--- src/rtl/cache_mem_arbiter_if.sv ---
// Bundle of the icache, dcache and memory read-port signals shared by the arbiter.
// slave = the arbiter itself, master = the caches and memory around it.
interface cache_mem_arbiter_if #(
   parameter int ADDR_WIDTH = 32,
   parameter int LINE_WIDTH = 256
);
   logic                  icache_rd_req;
   logic [ADDR_WIDTH-1:0] icache_rd_addr;
   logic                  icache_addr_ok;
   logic                  icache_ret_valid;
   logic [LINE_WIDTH-1:0] icache_ret_data;
   logic                  dcache_rd_req;
   logic [ADDR_WIDTH-1:0] dcache_rd_addr;
   logic                  dcache_rd_uncached;
   logic                  dcache_addr_ok;
   logic                  dcache_ret_valid;
   logic [LINE_WIDTH-1:0] dcache_ret_data;
   logic                  mem_rd_req;
   logic [ADDR_WIDTH-1:0] mem_rd_addr;
   logic [2:0]            mem_rd_type;
   logic                  mem_addr_ok;
   logic                  mem_ret_valid;
   logic [LINE_WIDTH-1:0] mem_ret_data;
   logic                  busy;
   logic                  owner;
   logic                  err_timeout;
   logic                  err_clr;

   modport slave (
      input  icache_rd_req, icache_rd_addr, dcache_rd_req, dcache_rd_addr, dcache_rd_uncached,
             mem_addr_ok, mem_ret_valid, mem_ret_data, err_clr,
      output icache_addr_ok, icache_ret_valid, icache_ret_data,
             dcache_addr_ok, dcache_ret_valid, dcache_ret_data,
             mem_rd_req, mem_rd_addr, mem_rd_type, busy, owner, err_timeout
   );

   modport master (
      output icache_rd_req, icache_rd_addr, dcache_rd_req, dcache_rd_addr, dcache_rd_uncached,
             mem_addr_ok, mem_ret_valid, mem_ret_data, err_clr,
      input  icache_addr_ok, icache_ret_valid, icache_ret_data,
             dcache_addr_ok, dcache_ret_valid, dcache_ret_data,
             mem_rd_req, mem_rd_addr, mem_rd_type, busy, owner, err_timeout
   );
endinterface

--- src/rtl/cache_mem_arbiter.sv ---
// Shares one line-wide memory read port between icache and dcache, one transaction at a time.
// Grant seen on mem_rd_req one cycle after the request; losers hold req until their addr_ok.
module cache_mem_arbiter #(
   parameter int ADDR_WIDTH     = 32,
   parameter int LINE_WIDTH     = 256,
   parameter bit RR_EN          = 1'b1,
   parameter int TIMEOUT_CYCLES = 1023
) (
   input  logic                 clk,
   input  logic                 rst_n,
   cache_mem_arbiter_if.slave   bus
);
   localparam int CW = $clog2(TIMEOUT_CYCLES + 1);

   typedef enum logic [1:0] {IDLE, REQ, WAIT_RET} state_t;

   state_t                r_state;
   state_t                w_state_nxt;
   logic                  r_owner;
   logic [ADDR_WIDTH-1:0] r_addr;
   logic [2:0]            r_type;
   logic [CW-1:0]         r_wdog;
   logic                  r_err;
   logic                  r_icache_ret_valid;
   logic                  r_dcache_ret_valid;
   logic [LINE_WIDTH-1:0] r_icache_ret_data;
   logic [LINE_WIDTH-1:0] r_dcache_ret_data;

   logic                  w_any_req;
   logic                  w_grant_d;
   logic                  w_ret;
   logic                  w_expire;
   logic [ADDR_WIDTH-1:0] w_gnt_addr;
   logic [2:0]            w_gnt_type;
   logic [LINE_WIDTH-1:0] w_ret_data;

   assign w_any_req = bus.icache_rd_req || bus.dcache_rd_req;
   // r_owner doubles as last_grant: on a tie round-robin picks the other side.
   assign w_grant_d = bus.dcache_rd_req && (!bus.icache_rd_req || !RR_EN || !r_owner);
   assign w_ret     = (r_state == WAIT_RET) && bus.mem_ret_valid;
   assign w_expire  = (r_state == WAIT_RET) && !bus.mem_ret_valid
                      && (r_wdog == CW'(TIMEOUT_CYCLES - 1));

   always_comb begin
      w_gnt_addr = {bus.icache_rd_addr[ADDR_WIDTH-1:4], 4'h0};
      w_gnt_type = 3'b100;
      if (w_grant_d) begin
         if (bus.dcache_rd_uncached) begin
            w_gnt_addr = {bus.dcache_rd_addr[ADDR_WIDTH-1:2], 2'b00};
            w_gnt_type = 3'b010;
         end else begin
            w_gnt_addr = {bus.dcache_rd_addr[ADDR_WIDTH-1:4], 4'h0};
            w_gnt_type = 3'b100;
         end
      end
   end

   // A timeout returns zero data so the owner is released rather than left hanging.
   always_comb begin
      w_ret_data = '0;
      if (w_ret) begin
         if (r_type == 3'b010) begin
            w_ret_data = {{(LINE_WIDTH-32){1'b0}}, bus.mem_ret_data[31:0]};
         end else begin
            w_ret_data = bus.mem_ret_data;
         end
      end
   end

   always_ff @(posedge clk or negedge rst_n) begin
      if (!rst_n) begin
         r_state <= IDLE;
      end else begin
         r_state <= w_state_nxt;
      end
   end

   always_comb begin
      w_state_nxt = r_state;
      case (r_state)
         IDLE:     if (w_any_req)          w_state_nxt = REQ;
         REQ:      if (bus.mem_addr_ok)    w_state_nxt = WAIT_RET;
         WAIT_RET: if (w_ret || w_expire)  w_state_nxt = IDLE;
         default:                          w_state_nxt = IDLE;
      endcase
   end

   always_ff @(posedge clk or negedge rst_n) begin
      if (!rst_n) begin
         r_owner            <= 1'b0;
         r_addr             <= '0;
         r_type             <= '0;
         r_wdog             <= '0;
         r_err              <= 1'b0;
         r_icache_ret_valid <= 1'b0;
         r_dcache_ret_valid <= 1'b0;
         r_icache_ret_data  <= '0;
         r_dcache_ret_data  <= '0;
      end else begin
         r_icache_ret_valid <= 1'b0;
         r_dcache_ret_valid <= 1'b0;
         if ((r_state == IDLE) && w_any_req) begin
            r_owner <= w_grant_d;
            r_addr  <= w_gnt_addr;
            r_type  <= w_gnt_type;
         end
         if (w_ret || w_expire) begin
            if (r_owner) begin
               r_dcache_ret_valid <= 1'b1;
               r_dcache_ret_data  <= w_ret_data;
            end else begin
               r_icache_ret_valid <= 1'b1;
               r_icache_ret_data  <= w_ret_data;
            end
         end
         if ((r_state == WAIT_RET) && !w_ret && !w_expire) begin
            r_wdog <= r_wdog + CW'(1);
         end else begin
            r_wdog <= '0;
         end
         if (w_expire) begin
            r_err <= 1'b1;
         end else if (bus.err_clr) begin
            r_err <= 1'b0;
         end
      end
   end

   assign bus.mem_rd_req       = (r_state == REQ);
   assign bus.mem_rd_addr      = r_addr;
   assign bus.mem_rd_type      = r_type;
   assign bus.icache_addr_ok   = bus.mem_addr_ok && (r_state == REQ) && !r_owner;
   assign bus.dcache_addr_ok   = bus.mem_addr_ok && (r_state == REQ) && r_owner;
   assign bus.icache_ret_valid = r_icache_ret_valid;
   assign bus.icache_ret_data  = r_icache_ret_data;
   assign bus.dcache_ret_valid = r_dcache_ret_valid;
   assign bus.dcache_ret_data  = r_dcache_ret_data;
   assign bus.busy             = (r_state != IDLE);
   assign bus.owner            = r_owner;
   assign bus.err_timeout      = r_err;
endmodule

--- src/flat_wrapper.sv ---
// flat-port wrapper written by rule: the top's interface ports become plain ports
module cache_mem_arbiter_flat 
#(
   parameter int ADDR_WIDTH     = 32,
   parameter int LINE_WIDTH     = 256,
   parameter bit RR_EN          = 1'b1,
   parameter int TIMEOUT_CYCLES = 1023
)
  (clk, rst_n, bus_icache_rd_req, bus_icache_rd_addr, bus_dcache_rd_req, bus_dcache_rd_addr, bus_dcache_rd_uncached, bus_mem_addr_ok, bus_mem_ret_valid, bus_mem_ret_data, bus_err_clr, bus_icache_addr_ok, bus_icache_ret_valid, bus_icache_ret_data, bus_dcache_addr_ok, bus_dcache_ret_valid, bus_dcache_ret_data, bus_mem_rd_req, bus_mem_rd_addr, bus_mem_rd_type, bus_busy, bus_owner, bus_err_timeout);
  cache_mem_arbiter_if #(.ADDR_WIDTH(ADDR_WIDTH), .LINE_WIDTH(LINE_WIDTH)) bus_i ();
  input  logic clk;
  input  logic rst_n;
  input wire logic [$bits(bus_i.icache_rd_req)-1:0] bus_icache_rd_req;
  input wire logic [$bits(bus_i.icache_rd_addr)-1:0] bus_icache_rd_addr;
  input wire logic [$bits(bus_i.dcache_rd_req)-1:0] bus_dcache_rd_req;
  input wire logic [$bits(bus_i.dcache_rd_addr)-1:0] bus_dcache_rd_addr;
  input wire logic [$bits(bus_i.dcache_rd_uncached)-1:0] bus_dcache_rd_uncached;
  input wire logic [$bits(bus_i.mem_addr_ok)-1:0] bus_mem_addr_ok;
  input wire logic [$bits(bus_i.mem_ret_valid)-1:0] bus_mem_ret_valid;
  input wire logic [$bits(bus_i.mem_ret_data)-1:0] bus_mem_ret_data;
  input wire logic [$bits(bus_i.err_clr)-1:0] bus_err_clr;
  output wire logic [$bits(bus_i.icache_addr_ok)-1:0] bus_icache_addr_ok;
  output wire logic [$bits(bus_i.icache_ret_valid)-1:0] bus_icache_ret_valid;
  output wire logic [$bits(bus_i.icache_ret_data)-1:0] bus_icache_ret_data;
  output wire logic [$bits(bus_i.dcache_addr_ok)-1:0] bus_dcache_addr_ok;
  output wire logic [$bits(bus_i.dcache_ret_valid)-1:0] bus_dcache_ret_valid;
  output wire logic [$bits(bus_i.dcache_ret_data)-1:0] bus_dcache_ret_data;
  output wire logic [$bits(bus_i.mem_rd_req)-1:0] bus_mem_rd_req;
  output wire logic [$bits(bus_i.mem_rd_addr)-1:0] bus_mem_rd_addr;
  output wire logic [$bits(bus_i.mem_rd_type)-1:0] bus_mem_rd_type;
  output wire logic [$bits(bus_i.busy)-1:0] bus_busy;
  output wire logic [$bits(bus_i.owner)-1:0] bus_owner;
  output wire logic [$bits(bus_i.err_timeout)-1:0] bus_err_timeout;
  assign bus_i.icache_rd_req = bus_icache_rd_req;
  assign bus_i.icache_rd_addr = bus_icache_rd_addr;
  assign bus_i.dcache_rd_req = bus_dcache_rd_req;
  assign bus_i.dcache_rd_addr = bus_dcache_rd_addr;
  assign bus_i.dcache_rd_uncached = bus_dcache_rd_uncached;
  assign bus_i.mem_addr_ok = bus_mem_addr_ok;
  assign bus_i.mem_ret_valid = bus_mem_ret_valid;
  assign bus_i.mem_ret_data = bus_mem_ret_data;
  assign bus_i.err_clr = bus_err_clr;
  assign bus_icache_addr_ok = bus_i.icache_addr_ok;
  assign bus_icache_ret_valid = bus_i.icache_ret_valid;
  assign bus_icache_ret_data = bus_i.icache_ret_data;
  assign bus_dcache_addr_ok = bus_i.dcache_addr_ok;
  assign bus_dcache_ret_valid = bus_i.dcache_ret_valid;
  assign bus_dcache_ret_data = bus_i.dcache_ret_data;
  assign bus_mem_rd_req = bus_i.mem_rd_req;
  assign bus_mem_rd_addr = bus_i.mem_rd_addr;
  assign bus_mem_rd_type = bus_i.mem_rd_type;
  assign bus_busy = bus_i.busy;
  assign bus_owner = bus_i.owner;
  assign bus_err_timeout = bus_i.err_timeout;
  cache_mem_arbiter #(.ADDR_WIDTH(ADDR_WIDTH), .LINE_WIDTH(LINE_WIDTH), .RR_EN(RR_EN), .TIMEOUT_CYCLES(TIMEOUT_CYCLES)) u_core (.clk(clk), .rst_n(rst_n), .bus(bus_i));
endmodule
--- config.mk ---
export PLATFORM = sky130hd
export DESIGN_NAME = cache_mem_arbiter_flat
export DESIGN_NICKNAME = d
export VERILOG_FILES = /design/src/rtl/cache_mem_arbiter_if.sv /design/src/rtl/cache_mem_arbiter.sv /design/src/flat_wrapper.sv
export SDC_FILE = /design/constraint.sdc
export NUM_CORES = 1
export LEC_CHECK = 0
export BUFFER_PORTS_ARGS = -buffer_cell sky130_fd_sc_hd__buf_4
export CAP_MARGIN = 5
export CORE_AREA = 4 4 343 345
export DETAILED_ROUTE_END_ITERATION = 10
export DIE_AREA = 0 0 347 349
export PLACE_DENSITY_LB_ADDON = 0.08
export SYNTH_ARGS = -nofsm -noshare
export SYNTH_HDL_FRONTEND = slang
export SYNTH_SLANG_ARGS = --single-unit
--- constraint.sdc ---
create_clock -name clk -period 5.3 [get_ports clk]
set_input_delay 0.53 -clock clk [delete_from_list [all_inputs] [get_ports clk]]
set_output_delay 0.53 -clock clk [all_outputs]
set_load 0.05 [all_outputs]
==> metrics.txt, run 1 <==
# TYPE chip_impl_metric gauge
chip_impl_metric{name="die_width",unit="µm"} 347
chip_impl_info{name="timing.critical_path.max_delay_family",value="buffers and inverters"} 1
chip_impl_metric{name="place_ws",unit="ns"} 2.15
chip_impl_info{name="critical_path_class",value="reg -> reg"} 1
chip_impl_info{name="clock_tree.root_cell",value="clkbuf_16"} 1
chip_impl_info{name="outcome",value="finished, final reports clean"} 1
chip_impl_info{name="rsz0062_at_grt",value="no"} 1
chip_impl_metric{name="setup-violations-final",unit=""} 0
chip_impl_metric{name="place.port_buffers",unit=""} 873
chip_impl_info{name="critical_path.slowest_cell",value="buf_4"} 1
chip_impl_metric{name="maximum_number_of_pins_on_one_net_before_global_route_repair",unit=""} 204
chip_impl_metric{name="dp_hpwl",unit="µm"} 76000
chip_impl_metric{name="cts_hold_repair_buffers",unit=""} 1
chip_impl_metric{name="first_pass_grt_wire_length",unit="µm"} 169000
chip_impl_info{name="timing.hold.worst.class",value="in -> reg"} 1
chip_impl_metric{name="final_core_util",unit=""} 0.300
chip_impl_metric{name="final_layout_size_suffix_gt1_frac",unit=""} 0.335
chip_impl_metric{name="clk-insertion-delay-late",unit="ns"} 0.64
chip_impl_metric{name="timing.final.crit_share",unit=""} 0.575
chip_impl_metric{name="grt_overflow",unit=""} 0
chip_impl_metric{name="gp_congestion",unit=""} 0.792
chip_impl_metric{name="post_cts_buffers",unit=""} 0
chip_impl_metric{name="dieHeight",unit="µm"} 349
chip_impl_metric{name="htreeDepth",unit=""} 3
chip_impl_metric{name="power-per-cell-area",unit="mW/mm²"} 824
chip_impl_metric{name="cts.sinks",unit=""} 560
chip_impl_metric{name="setup_total_neg_slack",unit="ns"} 0
chip_impl_metric{name="tightestPinTransition",unit="ns"} 1.14
chip_impl_metric{name="drc",unit=""} 0
chip_impl_metric{name="fin_ws",unit="ns"} 2.25
chip_impl_metric{name="worst-endpoint-arrival",unit="ns"} 3.58
chip_impl_info{name="path_common_cell",value="buf_4"} 1
chip_impl_metric{name="area.growth.synth_to_final",unit="%"} 43.2
chip_impl_metric{name="grt_pass1_vias",unit=""} 23400
chip_impl_metric{name="final_area",unit="mm²"} 0.0343
chip_impl_metric{name="ys_seq_elements",unit=""} 560
chip_impl_metric{name="post-route-min-period",unit="ns"} 3.05
chip_impl_metric{name="post_synth_num_cell_types",unit=""} 49
chip_impl_metric{name="clk_path_buf_depth",unit=""} 3
chip_impl_metric{name="route.vias.total",unit=""} 22900
chip_impl_metric{name="postRouteAntennaNets",unit=""} 0
chip_impl_metric{name="viasPerCell",unit=""} 4.77
chip_impl_metric{name="synth_async_sr_flop_share",unit=""} 1.00
chip_impl_metric{name="yosys_warnings",unit=""} 0
chip_impl_metric{name="static-leakage-power",unit="µW"} 0.0157
chip_impl_info{name="endpoint_kind",value="flop"} 1
chip_impl_metric{name="clock.fmax",unit="GHz"} 0.328
chip_impl_metric{name="final_net_count",unit=""} 3549
chip_impl_info{name="cts_tree",value="built"} 1
chip_impl_metric{name="grt_util_all_layers",unit=""} 0.184
chip_impl_metric{name="clock_skew",unit="ns"} 0.0329
chip_impl_metric{name="post_drt_wl_per_cell",unit="µm"} 24.3
chip_impl_metric{name="synth_area",unit="mm²"} 0.0240
chip_impl_metric{name="drv_cap",unit=""} 0
chip_impl_metric{name="cp_max_fo",unit=""} 72
chip_impl_metric{name="timing.slew.headroom",unit=""} 0.237
chip_impl_metric{name="ir_drop",unit="mV"} 0.330
chip_impl_metric{name="worst_setup_hold_path_clk_slew",unit="ns"} 0.05
chip_impl_metric{name="antenna_violations_before_repair",unit=""} 21
chip_impl_metric{name="placeableCoreArea",unit="mm²"} 0.114
chip_impl_metric{name="hold_violations",unit=""} 0
chip_impl_metric{name="biggest_cell_delay_along_the_critical_path",unit="ns"} 0.83
chip_impl_metric{name="seq_area_frac_synth",unit=""} 0.585
chip_impl_metric{name="cts-resized-gates",unit=""} 0
chip_impl_metric{name="fp.dieArea",unit="mm²"} 0.121
chip_impl_metric{name="drt_pre_antenna_iters",unit=""} 5
chip_impl_metric{name="critical_path_buf_inv_count",unit=""} 2
chip_impl_metric{name="detailed_place.area",unit="mm²"} 0.0317
chip_impl_metric{name="timing_max_transition_violations_final",unit=""} 0
chip_impl_info{name="cp_cell_sequence",value="nand4bb_4 -> buf_4 -> buf_4 -> nand2_1 -> o21ai_0"} 1
chip_impl_info{name="synthFlopType",value="dfrtp_1"} 1
chip_impl_metric{name="number_of_flops_mapped_to_enable_cells_by_yosys",unit=""} 0
chip_impl_metric{name="synthesis.area_per_instance",unit="µm²"} 9.52
chip_impl_metric{name="tritoncts.num_buffers",unit=""} 76
chip_impl_metric{name="number_of_violations_reported_at_the_end_of_detailed_routing_iteration_0",unit=""} 1699
chip_impl_metric{name="start_util",unit=""} 0.210
chip_impl_metric{name="core.rowCount",unit=""} 124
chip_impl_metric{name="number_of_top_level_design_ports",unit=""} 883
chip_impl_metric{name="drt-total-wl",unit="µm"} 117000
chip_impl_metric{name="synthCells",unit=""} 2517
chip_impl_info{name="worstSetupStartpointType",value="flop"} 1
chip_impl_metric{name="required",unit="ns"} 5.83
[final cells by class]
cell class	count	area [µm²]
diodes	15	37.5
clock buffers	115	2330
clock inverters	21	216
fillers	12100	79900
inverters	6	22.5
multi-input cells	1669	8780
flip-flops and latches	560	14000
well taps	1512	1890
repair buffers	906	6990
[placed cells by master, fill, tap and decap left out, types with 2 or more instances in the layout]
master | synthesis | final
a211oi_1 | 2 | 2
a21oi_1 | 5 | 5
a31oi_1 | 2 | 2
a32o_1 | 2 | 2
and2_1 | 2 | 2
and3_1 | 3 | 3
and4_1 | 2 | 2
buf_12 | 0 | 14
buf_4 | 3 | 889
buf_8 | 0 | 2
bufinv_16 | 0 | 3
clkbuf_1 | 165 | 14
clkbuf_16 | 0 | 79
clkbuf_8 | 0 | 22
clkinv_2 | 0 | 12
clkinv_8 | 0 | 2
conb_1 | 1 | 3
dfrtp_1 | 560 | 560
diode_2 | 0 | 15
ha_1 | 2 | 2
inv_1 | 6 | 6
inv_6 | 0 | 3
mux2_2 | 59 | 59
nand2_1 | 580 | 580
nand3_1 | 4 | 4
nand4_1 | 449 | 449
nor2_1 | 10 | 10
nor3b_1 | 3 | 2
nor4_4 | 1 | 2
o21ai_0 | 437 | 437
o21ai_1 | 76 | 76
o31ai_1 | 2 | 2
xor2_1 | 2 | 2
[worst register-to-register path: stages, from the launching register on]
cell and delay, ns:
dfrtp_1 0.75, nand4bb_4 0.28, buf_4 0.67, buf_4 0.84, nand2_1 0.24, o21ai_0 0.18
[synth_stat cells (2+ instances only)]
cell,instances,area [µm²]
nand2b_1,2,12.5
nand3_1,4,20.0
xor2_1,2,17.5
buf_4,3,22.5
nand2_1,580,2180
clkbuf_1,165,619
and3_1,3,18.8
buf_2,59,295
a21oi_1,5,25.0
ha_1,2,25.0
inv_1,6,22.5
a32o_1,2,20.0
and4_1,2,17.5
o31ai_1,2,15.0
and2_1,2,12.5
dfrtp_1,560,14000
buf_1,8,30.0
a31oi_1,2,12.5
clkbuf_2,49,245
o21ai_0,437,2190
a211oi_1,2,15.0
nor2_1,10,37.5
nor3b_1,3,22.5
nand4_1,449,2810
mux2_2,59,664
o21ai_1,76,380
[cell families (layout without fill, tap and decap cells)]
group                    count (synthesis)  in the layout  synth area share
AO/OA/AOI/OAI                          531            531             0.112
XOR/XNOR                                 3              3           0.00110
adder cells (fa/ha/maj)                  2              2           0.00104
buffers and inverters                  290           1048            0.0516
flip-flops                             560            560             0.585
multiplexers                            60             60            0.0282
other                                    1             18          0.000157
AND/OR/NAND/NOR                       1070           1070             0.220
[per-layer routing]
layer | global-route usage | vias to the layer above | share of wire
met5 | 0 | - | 0.00028
met4 | 0.0613 | 4 | 0.026
met3 | 0.0642 | 155 | 0.090
met2 | 0.304 | 945 | 0.49
met1 | 0.223 | 11400 | 0.40
li1 | - | 10400 | -
[state kept, by name (all words and copies together), names as in the netlist]
signal and flops:
u_core.bus.dcache_ret_data 256, u_core.bus.icache_ret_data 256, u_core.bus.mem_rd_addr 30, u_core.r_wdog 10, u_core.bus.mem_rd_type 2, u_core.r_state 2, u_core.bus.dcache_ret_valid 1, u_core.bus.err_timeout 1
u_core.bus.icache_ret_valid 1, u_core.bus.owner 1
[stage by stage]
step                power, µW  std cells  hold slack, ns
floorplan               17400       2519           0.234
global placement        23100       4652           0.494
detailed placement      23200       4652           0.497
CTS                     28700       4789          0.0431
global route            29700       4803          0.0756
finish                  28300       4804           0.118
[worst paths after layout]
check / from / endpoint / slack (ns) / cells after the start
min: bus_mem_ret_data[6] / u_core.bus.dcache_ret_data[6] / 0.12 / 3
max: u_core.bus.owner / u_core.bus.icache_ret_data[150] / 2.25 / 5
max in group asynchronous: rst_n / u_core.bus.dcache_ret_data[22] / 3.33 / 3
max reg2reg: u_core.bus.owner / u_core.bus.icache_ret_data[150] / 2.25 / 5
min in group asynchronous: rst_n / u_core.bus.dcache_ret_data[144] / 0.56 / 2
min reg2reg: u_core.bus.err_timeout / u_core.bus.err_timeout / 0.50 / 1
[where the power goes]
group          switching (µW)  total (µW)  internal, µW
Sequential               1310        7720          6410
Combinational           11400       15300          3920
Clock                    2080        5260          3180
Power figures use the tool's default switching activity.
==> inputs of run 2 (changes only) <==
CORE_AREA = 4 4 346 348   (was 4 4 343 345)
DIE_AREA = 0 0 350 352   (was 0 0 347 349)
clock period = 2.9 ns   (was 5.3 ns; I/O delays follow)
==> metrics.txt, run 2 (same netlist as run 1, synthesis figures left out) <==
# TYPE chip_impl_metric gauge
chip_impl_metric{name="required",unit="ns"} 3.41
chip_impl_metric{name="cts-resized-gates",unit=""} 0
chip_impl_metric{name="p_int",unit="µW"} 25200
chip_impl_info{name="clock_tree.root_cell",value="clkbuf_16"} 1
chip_impl_metric{name="placeableCoreArea",unit="mm²"} 0.116
chip_impl_metric{name="final_net_count",unit=""} 3915
chip_impl_metric{name="stdcell_count",unit=""} 5170
chip_impl_metric{name="worst_hold_slack",unit="ns"} 0.0673
chip_impl_metric{name="cp_max_fo",unit=""} 31
chip_impl_info{name="critical_path.slowest_cell",value="dfrtp_1"} 1
chip_impl_metric{name="setup-violations-final",unit=""} 0
chip_impl_metric{name="drv_cap",unit=""} 0
chip_impl_info{name="timing.critical_path.max_delay_family",value="buffers and inverters"} 1
chip_impl_metric{name="antenna_violations_before_repair",unit=""} 8
chip_impl_metric{name="dieHeight",unit="µm"} 352
chip_impl_metric{name="post_cts_buffers",unit=""} 0
chip_impl_metric{name="ir_drop",unit="mV"} 0.787
chip_impl_metric{name="tritoncts.num_buffers",unit=""} 75
chip_impl_metric{name="worst-endpoint-arrival",unit="ns"} 3.27
chip_impl_metric{name="drt_pre_antenna_iters",unit=""} 5
chip_impl_metric{name="clock_skew",unit="ns"} 0.0317
chip_impl_info{name="critical_path_class",value="reg -> reg"} 1
chip_impl_metric{name="post-route-min-period",unit="ns"} 2.76
chip_impl_metric{name="first_pass_grt_wire_length",unit="µm"} 175000
chip_impl_metric{name="start_util",unit=""} 0.206
chip_impl_metric{name="htreeDepth",unit=""} 3
chip_impl_metric{name="gp_congestion",unit=""} 0.828
chip_impl_metric{name="maximum_number_of_pins_on_one_net_before_global_route_repair",unit=""} 119
chip_impl_metric{name="power-per-cell-area",unit="mW/mm²"} 1380
chip_impl_metric{name="critical_path_buf_inv_count",unit=""} 3
chip_impl_info{name="timing.hold.worst.class",value="in -> reg"} 1
chip_impl_metric{name="number_of_top_level_design_ports",unit=""} 883
chip_impl_info{name="rsz0062_at_grt",value="no"} 1
chip_impl_metric{name="area.growth.synth_to_final",unit="%"} 59.0
chip_impl_metric{name="tightestPinTransition",unit="ns"} 0.789
chip_impl_metric{name="timing.final.crit_share",unit=""} 0.953
chip_impl_metric{name="share_seq_of_total_power",unit=""} 0.271
chip_impl_info{name="cp_cell_sequence",value="buf_4 -> a21boi_4 -> buf_4 -> mux2_2 -> dlygate4sd3_1 -> mux2_2"} 1
chip_impl_metric{name="number_of_violations_reported_at_the_end_of_detailed_routing_iteration_0",unit=""} 1626
chip_impl_metric{name="clk-insertion-delay-late",unit="ns"} 0.64
chip_impl_metric{name="combinationalPowerShare",unit=""} 0.547
chip_impl_metric{name="drt-total-wl",unit="µm"} 119000
chip_impl_info{name="outcome",value="finished, final reports clean"} 1
chip_impl_metric{name="biggest_cell_delay_along_the_critical_path",unit="ns"} 0.58
chip_impl_metric{name="hold_violations",unit=""} 0
chip_impl_metric{name="worst_setup_hold_path_clk_slew",unit="ns"} 0.06
chip_impl_metric{name="grt_pass1_vias",unit=""} 25500
chip_impl_metric{name="numPlacedInstances",unit=""} 4719
chip_impl_metric{name="grt_util_all_layers",unit=""} 0.187
chip_impl_metric{name="static-leakage-power",unit="µW"} 0.0174
chip_impl_metric{name="power.net_switching",unit="µW"} 27300
chip_impl_metric{name="clk_path_buf_depth",unit=""} 3
chip_impl_metric{name="cts.sinks",unit=""} 560
chip_impl_metric{name="drc",unit=""} 0
chip_impl_metric{name="core.rowCount",unit=""} 125
chip_impl_metric{name="dp_hpwl",unit="µm"} 82300
chip_impl_info{name="final_cell_mix",value="buf_4 (918), nand2_1 (580), dfrtp_1 (560)"} 1
chip_impl_metric{name="die_width",unit="µm"} 350
chip_impl_metric{name="final_layout_size_suffix_gt1_frac",unit=""} 0.314
chip_impl_info{name="final_common_cell",value="buf_4"} 1
chip_impl_metric{name="fp.dieArea",unit="mm²"} 0.123
chip_impl_metric{name="route.vias.total",unit=""} 24200
chip_impl_metric{name="place.port_buffers",unit=""} 873
chip_impl_metric{name="postRouteAntennaNets",unit=""} 0
chip_impl_info{name="endpoint_kind",value="flop"} 1
chip_impl_metric{name="viasPerCell",unit=""} 4.69
chip_impl_info{name="worstSetupStartpointType",value="flop"} 1
chip_impl_metric{name="timing_max_transition_violations_final",unit=""} 0
chip_impl_metric{name="grt_overflow",unit=""} 0
chip_impl_metric{name="setup_total_neg_slack",unit="ns"} 0
chip_impl_metric{name="netSwitchingFraction",unit=""} 0.520
chip_impl_metric{name="post_drt_wl_per_cell",unit="µm"} 23.0
chip_impl_metric{name="clock.fmax",unit="GHz"} 0.362
chip_impl_metric{name="clock_power_share",unit=""} 0.182
chip_impl_info{name="cts_tree",value="built"} 1
chip_impl_metric{name="timing.slew.headroom",unit=""} 0.474
-- run 2: metrics by stage --
step	area, µm²	utilization	worst slack (ns)	total power (µW)
floorplan	24000	-	0.442	31800
global placement	32400	0.279	0.425	42700
detailed placement	32400	0.279	0.395	42800
CTS	38100	0.328	0.140	53100
global route	38100	0.328	0.0697	55100
finish	38100	0.328	0.136	52400
-- run 2: worst min-delay path, stage by stage --
cell,delay (ns)
buf_4,0.08
mux2_2,0.15
mux2_2,0.14
-- run 2: area by class of cell --
cell class,instances,area (µm²)
antenna,5,12.5
clock buffer,114,2260
clock inverter,19,241
fill,12200,78100
inverter,6,22.5
multi-input combinational,1669,8780
sequential,560,14000
tap,1524,1910
timing repair buffer,1273,10900
-- run 2: timing repair --
action / 4_1_cts / 5_1_grt
hold buffers: 313 / 0
endpoints found under the setup margin: 0 / 0
hold endpoints to repair: 583 / 0
-- run 2: path summary, 6_finish.rpt --
check	from	cells after the start	to	slack (ns)
max	u_core.bus.owner	6	u_core.bus.mem_rd_addr[4]	0.14
min	bus_icache_rd_addr[30]	3	u_core.bus.mem_rd_addr[30]	0.07
max reg2reg	u_core.bus.owner	6	u_core.bus.mem_rd_addr[4]	0.14
min reg2reg	u_core.bus.err_timeout	1	u_core.bus.err_timeout	0.51
max in group asynchronous	rst_n	3	u_core.bus.icache_ret_data[41]	1.74
min in group asynchronous	rst_n	2	u_core.bus.icache_ret_data[141]	0.22
-- run 2: per-layer routing --
layer	global-route usage	vias up	routed length, µm
li1	-	11100	-
met4	0.0538	0	2970
met3	0.0582	139	10500
met2	0.315	960	57400
met5	0	-	0
met1	0.228	12000	48000
-- run 2: power groups by stage --
stage | clock [µW] | combinational (µW) | sequential [µW]
final | 9520 | 28700 | 14200
after global routing | 10200 | 30200 | 14700
after CTS | 9840 | 29000 | 14200
after detailed placement | 0 | 28600 | 14200
after global placement | 0 | 28500 | 14200
after floorplan | 0 | 4520 | 27300
==> inputs of run 3 (changes only) <==
==> constraint.sdc (replaced) <==
create_clock -name clk -period 2.9 [get_ports clk]
set_input_delay 0.58 -clock clk [delete_from_list [all_inputs] [get_ports clk]]
set_output_delay 0.58 -clock clk [all_outputs]
set_load 0.05 [all_outputs]
==> metrics.txt, run 3 (same netlist as run 1, synthesis figures left out) <==
# TYPE chip_impl_metric gauge
chip_impl_info{name="clock_tree.root_cell",value="clkbuf_16"} 1
chip_impl_metric{name="power-per-cell-area",unit="mW/mm²"} 1470
chip_impl_metric{name="netSwitchingFraction",unit=""} 0.523
chip_impl_metric{name="grt_overflow",unit=""} 0
chip_impl_metric{name="drt_pre_antenna_iters",unit=""} 6
chip_impl_metric{name="start_util",unit=""} 0.206
chip_impl_metric{name="tightestPinTransition",unit="ns"} 0.804
chip_impl_metric{name="power.net_switching",unit="µW"} 27000
chip_impl_metric{name="place.port_buffers",unit=""} 873
chip_impl_metric{name="placeableCoreArea",unit="mm²"} 0.116
chip_impl_metric{name="gp_congestion",unit=""} 0.815
chip_impl_metric{name="required",unit="ns"} 3.39
chip_impl_metric{name="htreeDepth",unit=""} 3
chip_impl_metric{name="number_of_violations_reported_at_the_end_of_detailed_routing_iteration_0",unit=""} 1459
chip_impl_metric{name="p_int",unit="µW"} 24600
chip_impl_metric{name="setup-violations-final",unit=""} 0
chip_impl_metric{name="dieHeight",unit="µm"} 352
chip_impl_metric{name="fp.dieArea",unit="mm²"} 0.123
chip_impl_metric{name="first_pass_grt_wire_length",unit="µm"} 169000
chip_impl_metric{name="hold_violations",unit=""} 0
chip_impl_info{name="worstSetupStartpointType",value="flop"} 1
chip_impl_metric{name="final_layout_size_suffix_gt1_frac",unit=""} 0.347
chip_impl_metric{name="clock_skew",unit="ns"} 0.0186
chip_impl_info{name="outcome",value="finished, final reports clean"} 1
chip_impl_metric{name="setup_total_neg_slack",unit="ns"} 0
chip_impl_metric{name="combinationalPowerShare",unit=""} 0.548
chip_impl_metric{name="post_drt_wl_per_cell",unit="µm"} 23.9
chip_impl_info{name="critical_path_class",value="reg -> reg"} 1
chip_impl_metric{name="drv_cap",unit=""} 0
chip_impl_metric{name="worst_setup_hold_path_clk_slew",unit="ns"} 0.05
chip_impl_metric{name="ir_drop",unit="mV"} 0.639
chip_impl_metric{name="drt-total-wl",unit="µm"} 116000
chip_impl_metric{name="timing.slew.headroom",unit=""} 0.464
chip_impl_metric{name="timing.final.crit_share",unit=""} 0.851
chip_impl_metric{name="fillerInstances",unit=""} 12300
chip_impl_metric{name="worst-endpoint-arrival",unit="ns"} 2.96
chip_impl_metric{name="post-route-min-period",unit="ns"} 2.47
chip_impl_info{name="cts_tree",value="built"} 1
chip_impl_info{name="final_cell_mix",value="buf_4 (925), nand2_1 (580), dfrtp_1 (560)"} 1
chip_impl_metric{name="fin_ws",unit="ns"} 0.431
chip_impl_metric{name="clock_power_share",unit=""} 0.177
chip_impl_info{name="endpoint_kind",value="flop"} 1
chip_impl_metric{name="grt_util_all_layers",unit=""} 0.182
chip_impl_metric{name="cp_max_fo",unit=""} 56
chip_impl_metric{name="die_width",unit="µm"} 350
chip_impl_metric{name="place_ws",unit="ns"} 0.426
chip_impl_metric{name="cts.sinks",unit=""} 560
chip_impl_metric{name="grt_pass1_vias",unit=""} 23800
chip_impl_metric{name="clk-insertion-delay-late",unit="ns"} 0.63
chip_impl_metric{name="maximum_number_of_pins_on_one_net_before_global_route_repair",unit=""} 119
chip_impl_info{name="rsz0062_at_grt",value="no"} 1
chip_impl_metric{name="route.vias.total",unit=""} 23000
chip_impl_metric{name="drc",unit=""} 0
chip_impl_metric{name="viasPerCell",unit=""} 4.72
chip_impl_metric{name="timing_max_transition_violations_final",unit=""} 0
chip_impl_info{name="final_common_cell",value="buf_4"} 1
chip_impl_metric{name="clk_path_buf_depth",unit=""} 3
chip_impl_metric{name="area.growth.synth_to_final",unit="%"} 46.5
chip_impl_metric{name="tritoncts.num_buffers",unit=""} 73
chip_impl_metric{name="number_of_top_level_design_ports",unit=""} 883
chip_impl_info{name="timing.hold.worst.class",value="in -> reg"} 1
chip_impl_metric{name="share_seq_of_total_power",unit=""} 0.275
chip_impl_metric{name="static-leakage-power",unit="µW"} 0.0161
chip_impl_metric{name="clock.fmax",unit="GHz"} 0.405
chip_impl_metric{name="antenna_violations_before_repair",unit=""} 17
chip_impl_metric{name="regToRegSetupSlack",unit="ns"} 0.43
chip_impl_metric{name="postRouteAntennaNets",unit=""} 0
chip_impl_metric{name="dp_hpwl",unit="µm"} 81900
chip_impl_metric{name="final_net_count",unit=""} 3614
chip_impl_metric{name="core.rowCount",unit=""} 125
chip_impl_metric{name="post_cts_buffers",unit=""} 0
chip_impl_metric{name="totalPowerFinal",unit="µW"} 51600
-- run 3: power groups by stage --
stage	logic, µW	registers [µW]	clock network, µW
floorplan	4520	27300	0
global placement	28500	14200	0
detailed placement	28600	14300	0
CTS	28600	14200	9490
global route	29700	14700	9770
finish	28300	14200	9110
-- run 3: what timing repair did --
item                      in CTS  in global routing
hold buffers                   1                  0
resized for setup              0                  0
hold endpoints to repair      48                  0
-- run 3: worst max-delay path: stages, from the launching register on --
cell     delay (ns)
dfrtp_1        0.43
inv_1          0.08
ha_1           0.19
nand4_1        0.31
nor4_4         0.48
buf_12         0.31
buf_4          0.32
o21ai_0        0.13
-- run 3: path summary, 6_finish.rpt --
kind / startpoint / end / depth (start not counted)
max in group asynchronous: rst_n / u_core.bus.dcache_ret_data[119] / 3
worst max-delay path: u_core.r_wdog[0] / u_core.bus.icache_ret_data[126] / 7
worst max register to register: u_core.r_wdog[0] / u_core.bus.icache_ret_data[126] / 7
min in group asynchronous: rst_n / u_core.bus.icache_ret_data[158] / 2
worst min register to register: u_core.bus.mem_rd_addr[24] / u_core.bus.mem_rd_addr[24] / 1
worst min-delay path: bus_mem_ret_data[19] / u_core.bus.dcache_ret_data[19] / 3
-- run 3: per-stage QoR --
stage	util	std cells	hold WS, ns	area (µm²)
after floorplan	-	2519	0.284	24000
after global placement	0.281	4732	0.486	32600
after detailed placement	0.281	4732	0.497	32600
after CTS	0.302	4867	0.0936	35000
after global routing	0.302	4879	0.120	35100
final	0.302	4883	0.167	35100
-- run 3: cell type report --
cell class,instances,area (µm²),area share
Sequential cell,560,14000,0.399
Multi-Input combinational cell,1669,8780,0.250
Timing Repair Buffer,974,7910,0.225
Clock buffer,113,2230,0.0635
Tap cell,1524,1910,0.0543
Clock inverter,21,189,0.00538
Antenna cell,16,40.0,0.00114
Inverter,6,22.5,0.000642
-- run 3: routing by layer --
layer  part of all wire  vias up  GRT usage
met5            0.00020        -          0
met4              0.025        4     0.0523
met3              0.091      146     0.0609
met2               0.49      951      0.303
met1               0.40    11400      0.223
li1                   -    10500          -
